## src/rtl/rnn_seq_feeder.sv

```systemverilog
// rtl/rnn_seq_feeder.sv - sequence buffer and launcher feeding the recurrent core
// Ports: clk/rst (sync, active-high); s_valid/s_ready/s_data/s_last sample input;
// x_bus/x_valid/x_last/step_idx/core_rst_n drive the core; y_in core output,
// y_out/y_valid captured final-step result; err_long sticky overlong flag.
// Optional macro RNN_SEQ_STATS_EN adds seq_count and drop_count counters.
module rnn_seq_feeder #(
    parameter int INPUT_SIZE = 1,
    parameter int BW_IN      = 32,
    parameter int BW_OUT     = 32,
    parameter int FIFO_DEPTH = 16,
    parameter int IDX_W      = 8
) (
    input  logic                        clk,
    input  logic                        rst,
    input  logic                        s_valid,
    output logic                        s_ready,
    input  logic [INPUT_SIZE*BW_IN-1:0] s_data,
    input  logic                        s_last,
    output logic [INPUT_SIZE*BW_IN-1:0] x_bus,
    output logic                        x_valid,
    output logic                        x_last,
    output logic [IDX_W-1:0]            step_idx,
    output logic                        core_rst_n,
    input  logic [BW_OUT-1:0]           y_in,
    output logic [BW_OUT-1:0]           y_out,
    output logic                        y_valid,
    output logic                        err_long
`ifdef RNN_SEQ_STATS_EN
    ,
    output logic [15:0]                 seq_count,
    output logic [15:0]                 drop_count
`endif
);
    localparam int DW = INPUT_SIZE * BW_IN;
    localparam int AW = $clog2(FIFO_DEPTH);
    localparam int CW = AW + 1;

    typedef enum logic [1:0] {IDLE, CLEAR, RUN} state_t;
    state_t state, state_nxt;

    logic [DW:0]      mem [FIFO_DEPTH];
    logic [AW-1:0]    wr_ptr, rd_ptr;
    logic [CW-1:0]    fifo_cnt, seq_cnt, seq_cnt_nxt;
    logic             full, rdy_q, discard, overflow;
    logic             accept, push, pop, push_last, pop_last;
    logic [DW-1:0]    head_data;
    logic             head_last;
    logic [IDX_W-1:0] step_cnt;

    logic             x_valid_d, x_last_d, core_rst_n_d;
    logic [DW-1:0]    x_bus_d;
    logic [IDX_W-1:0] step_idx_d;

    assign full      = (fifo_cnt == CW'(FIFO_DEPTH));
    // While discarding an overlong sequence the input is drained regardless of fill.
    assign s_ready   = rdy_q && (!full || discard);
    assign accept    = s_valid && s_ready;
    assign push      = accept && !discard;
    assign push_last = push && s_last;
    assign pop_last  = pop && head_last;
    assign {head_last, head_data} = mem[rd_ptr];
    // A full buffer with no complete sequence can never launch: it is overlong.
    assign overflow  = full && (seq_cnt == '0) && !discard;

    always_comb begin
        seq_cnt_nxt = seq_cnt;
        if (push_last && !pop_last)
            seq_cnt_nxt = seq_cnt + CW'(1);
        else if (!push_last && pop_last)
            seq_cnt_nxt = seq_cnt - CW'(1);
    end

    always_ff @(posedge clk) begin
        if (push)
            mem[wr_ptr] <= {s_last, s_data};
    end

    always_ff @(posedge clk) begin
        if (rst || overflow) begin
            wr_ptr   <= '0;
            rd_ptr   <= '0;
            fifo_cnt <= '0;
        end else begin
            if (push)
                wr_ptr <= wr_ptr + AW'(1);
            if (pop)
                rd_ptr <= rd_ptr + AW'(1);
            if (push && !pop)
                fifo_cnt <= fifo_cnt + CW'(1);
            else if (!push && pop)
                fifo_cnt <= fifo_cnt - CW'(1);
        end
    end

    always_ff @(posedge clk) begin
        if (rst) begin
            rdy_q    <= 1'b0;
            seq_cnt  <= '0;
            discard  <= 1'b0;
            err_long <= 1'b0;
        end else begin
            rdy_q   <= 1'b1;
            seq_cnt <= seq_cnt_nxt;
            if (overflow) begin
                discard  <= 1'b1;
                err_long <= 1'b1;
            end else if (discard && accept && s_last) begin
                discard <= 1'b0;
            end
        end
    end

    always_ff @(posedge clk) begin
        if (rst)
            state <= IDLE;
        else
            state <= state_nxt;
    end

    always_comb begin
        state_nxt = state;
        case (state)
            IDLE:    if (seq_cnt != '0) state_nxt = CLEAR;
            CLEAR:   state_nxt = RUN;
            RUN:     if (head_last) state_nxt = (seq_cnt_nxt != '0) ? CLEAR : IDLE;
            default: state_nxt = IDLE;
        endcase
    end

    always_comb begin
        pop          = 1'b0;
        x_valid_d    = 1'b0;
        x_last_d     = 1'b0;
        x_bus_d      = '0;
        step_idx_d   = '0;
        core_rst_n_d = 1'b1;
        case (state)
            CLEAR: core_rst_n_d = 1'b0;
            RUN: begin
                pop        = 1'b1;
                x_valid_d  = 1'b1;
                x_last_d   = head_last;
                x_bus_d    = head_data;
                step_idx_d = step_cnt;
            end
            default: ;
        endcase
    end

    // Core-facing outputs are registered, so they trail the FSM state by one cycle.
    always_ff @(posedge clk) begin
        if (rst) begin
            x_bus      <= '0;
            x_valid    <= 1'b0;
            x_last     <= 1'b0;
            step_idx   <= '0;
            core_rst_n <= 1'b0;
            step_cnt   <= '0;
            y_out      <= '0;
            y_valid    <= 1'b0;
        end else begin
            x_bus      <= x_bus_d;
            x_valid    <= x_valid_d;
            x_last     <= x_last_d;
            step_idx   <= step_idx_d;
            core_rst_n <= core_rst_n_d;
            if (state == CLEAR)
                step_cnt <= '0;
            else if (pop)
                step_cnt <= step_cnt + IDX_W'(1);
            y_valid <= x_valid && x_last;
            if (x_valid && x_last)
                y_out <= y_in;
        end
    end

`ifdef RNN_SEQ_STATS_EN
    always_ff @(posedge clk) begin
        if (rst) begin
            seq_count  <= '0;
            drop_count <= '0;
        end else begin
            if (y_valid && seq_count != 16'hFFFF)
                seq_count <= seq_count + 16'd1;
            if (overflow && drop_count != 16'hFFFF)
                drop_count <= drop_count + 16'd1;
        end
    end
`endif

endmodule

```

## config.mk

```make
export PLATFORM = sky130hd
export DESIGN_NAME = rnn_seq_feeder
export DESIGN_NICKNAME = d
export VERILOG_FILES = /design/src/rtl/rnn_seq_feeder.sv
export SDC_FILE = /design/constraint.sdc
export NUM_CORES = 1
export LEC_CHECK = 0
export ABC_CLOCK_PERIOD_IN_PS = 10100
export CAP_MARGIN = 5
export CELL_PAD_IN_SITES_DETAIL_PLACEMENT = 0
export CELL_PAD_IN_SITES_GLOBAL_PLACEMENT = 1
export CORE_MARGIN = 4
export CORE_UTILIZATION = 56
export DETAILED_ROUTE_END_ITERATION = 16
export PLACE_DENSITY = 0.9
export SYNTH_ARGS = -nofsm -noshare
export SYNTH_HDL_FRONTEND = slang
export SYNTH_SLANG_ARGS = --single-unit
```

## constraint.sdc

```tcl
create_clock -name clk -period 10.1 [get_ports clk]
set_input_delay 3.03 -clock clk [delete_from_list [all_inputs] [get_ports clk]]
set_output_delay 3.03 -clock clk [all_outputs]
set_load 0.01 [all_outputs]
```

==> flow_metrics.env <==
export IMPL_path_clk_slew_ps=70
export IMPL_syn_inst=1195
export IMPL_finalNonFillerCells=1943
export IMPL_synth_seq_cells=639
export IMPL_post_cts_resized=0
export IMPL_fin_nets=1437
export IMPL_async_reset_ff_share_pct=0
export IMPL_required_ps=10310
export IMPL_ctsHtreeMaxLevel=2
export IMPL_grt_first_pass_wirelength_mm=80.03
export IMPL_rsz0062_at_grt="no"
export IMPL_synth_cell_types=43
export IMPL_initial_core_util_pct=56.86
export IMPL_clock_sinks=639
export IMPL_cts_path_max_buffers=3
export IMPL_via_count=11859
export IMPL_outcome="complete, no violations"
export IMPL_postLayoutCoreUtil_pct=66.54
export IMPL_grt_total_usage_pct=22.80
export IMPL_timing_final_crit_period_ps=5756
export IMPL_wl_met3_mm=3.178
export IMPL_cts_setup_buffers=0
export IMPL_numPortBuffers=145
export IMPL_vias_per_cell=6.103
export IMPL_gp_congestion=0.7696
export IMPL_diodes=0
export IMPL_holdCritStartpoint="y_out[3]"
export IMPL_synth_cell_area_um2=23910
export IMPL_ioPinCount=146
export IMPL_reg2reg_depth=4
export IMPL_cts_tree="done"
export IMPL_yosysSeqAreaShare_pct=75.62
export IMPL_core_area_um2=42040
export IMPL_dr_max_layer_used="met4"
export IMPL_pre_cts_slack_ps=3794
export IMPL_max_freq_ghz=0.1737
export IMPL_critical_path_class="primary input to flop"
export IMPL_power_leakage_uw=0.008757
export IMPL_clkLatencyLatePin_ps=630
export IMPL_wl_mm=51.79
export IMPL_die_y_um=214.6
export IMPL_layout_drive_gt1_share_pct=21.01
export IMPL_final_setup_viol_count=0
export IMPL_worstMarginPinSlew_ps=1295
export IMPL_die_w_um=214.6
export IMPL_first_pass_iters=5
export IMPL_drc=0
export IMPL_drtIter0Drc=1356
export IMPL_syn2layout_area_growth_pct=17.02
export IMPL_routedWlPerCell_um=26.65
export IMPL_wl_met1_mm=20.45
export IMPL_fin_crit_sh_pct=56.99
export IMPL_maxSlewViolCount=0
export IMPL_crit_start="s_valid"
export IMPL_syn_nets=1277
export IMPL_cts_root_buffer="clkbuf_16"
export IMPL_cts_made_buffers=60
export IMPL_cp_arrival_ps=5970
export IMPL_slew_headroom_pct=13.46
export IMPL_hp_class="flop to flop"
export IMPL_postCtsHoldBufs=0
export IMPL_skew_ps=43.75
export IMPL_grt_pass1_vias=12528
export IMPL_grt_start_max_net_pins=79
export IMPL_overflow=0
export IMPL_cp_max_fo=33
export IMPL_crit_end="mem[11][32]"
export IMPL_core_rowCount=75
export IMPL_r2r_end="x_bus[25]"
export IMPL_reg2reg_slack_ps=6640
export IMPL_end_kind="flop"
export IMPL_placed_cells=1832
export IMPL_startpoint_type="primary input"
export IMPL_hpwl_mm=27.04
export IMPL_syn_area_per_cell_um2=20.00
export IMPL_postLayoutSetupSlackWorst_ps=4344
export IMPL_ys_flop_type="edfxtp_1"
export IMPL_die_area_um2=46060
export IMPL_maxCapViolCount=0
export IMPL_yosysWarningCount=0
export IMPL_postPlaceCellArea_um2=26000
export IMPL_wl_met2_mm=26.90
export IMPL_antenna_found_initial=0
export IMPL_final_cell_area_um2=27970
export IMPL_p_per_area_nw_per_um2=211.9
export IMPL_ir_worst_vdd_v=0.0001651
export IMPL_finalSetupTns_ps=0
export IMPL_ant_nets=0
export IMPL_synth_edf_count=528
export IMPL_finalHoldViolations=0
## where the power goes
group	internal (uW)	leakage (uW)	total (uW)	switching [uW]
Combinational	352	0.00215	666	314
Sequential	2920	0.00566	3000	74.9
Clock	1300	0.000955	2270	966
## final cells by class
| type | instances | area, um2 |
|---|---|---|
| clock buffer | 76 | 1562 |
| clock inverter | 35 | 409.1 |
| fill | 2681 | 14070 |
| inverter | 15 | 56.30 |
| multi-input combinational | 479 | 5622 |
| sequential | 639 | 18090 |
| tap | 539 | 674.4 |
| timing repair buffer | 160 | 1564 |
## registers in the layout (all words and copies together), names as in the netlist, named ones only
| name | cells |
|---|---|
| core_rst_n | 1 |
| fifo_cnt | 5 |
| x_valid | 1 |
| x_last | 1 |
| state | 2 |
| err_long | 1 |
| y_out | 32 |
| wr_ptr | 4 |
| step_idx | 8 |
| step_cnt | 8 |
| rdy_q | 1 |
| mem | 528 |
| y_valid | 1 |
| seq_cnt | 5 |
| rd_ptr | 4 |
| discard | 1 |
| x_bus | 32 |
## kinds of logic after synthesis
logic type	after synthesis	share of synthesized area (%)
compound gates	63	1.596
xor+xnor	18	0.7223
fa+ha+maj	15	0.8061
buf+inv	77	1.335
flops	639	75.62
mux	174	15.75
simple gates	209	4.166
## cell usage after synthesis (7+ instances only)
cell type / instances / area [um2]
nand2_1: 88 / 330.3
xor2_1: 10 / 87.58
buf_2: 12 / 60.06
and2_1: 36 / 225.2
mux2i_1: 8 / 80.08
nand4_1: 7 / 43.79
a21oi_1: 45 / 225.2
nor2_1: 43 / 161.4
ha_1: 13 / 162.7
mux4_2: 161 / 3626
inv_1: 15 / 56.30
dfxtp_1: 111 / 2222
edfxtp_1: 528 / 15860
and3_1: 10 / 62.56
clkbuf_1: 39 / 146.4
buf_1: 9 / 33.78
## worst min path at each step
stage / endpoint / cells after the start
6_report: y_out[3] / 2
5_1_grt: y_out[4] / 2
4_1_cts: y_out[20] / 2
3_5_place_dp: y_out[13] / 2
3_3_place_gp: err_long / 2
2_1_floorplan: step_cnt[7] / 2
## metrics by stage
stage / hold WS [ps] / power, uW
6_report: 451.2 / 5929
4_1_cts: 454.2 / 5969
3_3_place_gp: 433.6 / 3697
2_1_floorplan: 453.7 / 3500
3_5_place_dp: 447.2 / 3712
5_1_grt: 470.4 / 6151
## worst max-delay path, stage by stage
cell and delay, ps:
clkdlybuf4s50_1 510, inv_1 90, a2111oi_2 770, nand2_1 480, nor2_4 1090
## cells in the final DEF, fill, tap and decap left out, types with 4 or more instances in the layout
master	netlist	final
nand4_1	7	7
ha_1	13	13
nor2b_1	5	5
bufinv_16	0	8
xor2_1	10	10
buf_4	0	15
mux2_2	4	4
clkbuf_16	0	60
nand2_1	88	88
dfxtp_1	111	107
inv_1	15	15
and3_1	10	10
mux2i_1	8	8
nor3_2	0	4
or3_1	4	4
mux4_2	161	161
clkbuf_1	39	16
clkdlybuf4s50_1	0	145
and2_1	36	36
nand2b_1	5	5
a21oi_1	45	45
o21ai_0	5	5
nor2_4	0	12
xnor2_1	6	6
clkinv_1	0	12
nor2_1	43	30
clkinv_2	0	10
edfxtp_1	528	528
## metal layers
layer / vias to the layer above / GRT usage (%)
li1: 5069 / -
met1: 6225 / 30.53
met2: 479 / 39.26
met3: 86 / 3.883
met4: 0 / 6.484
met5: - / 0
(Power assumes the default switching activity.)
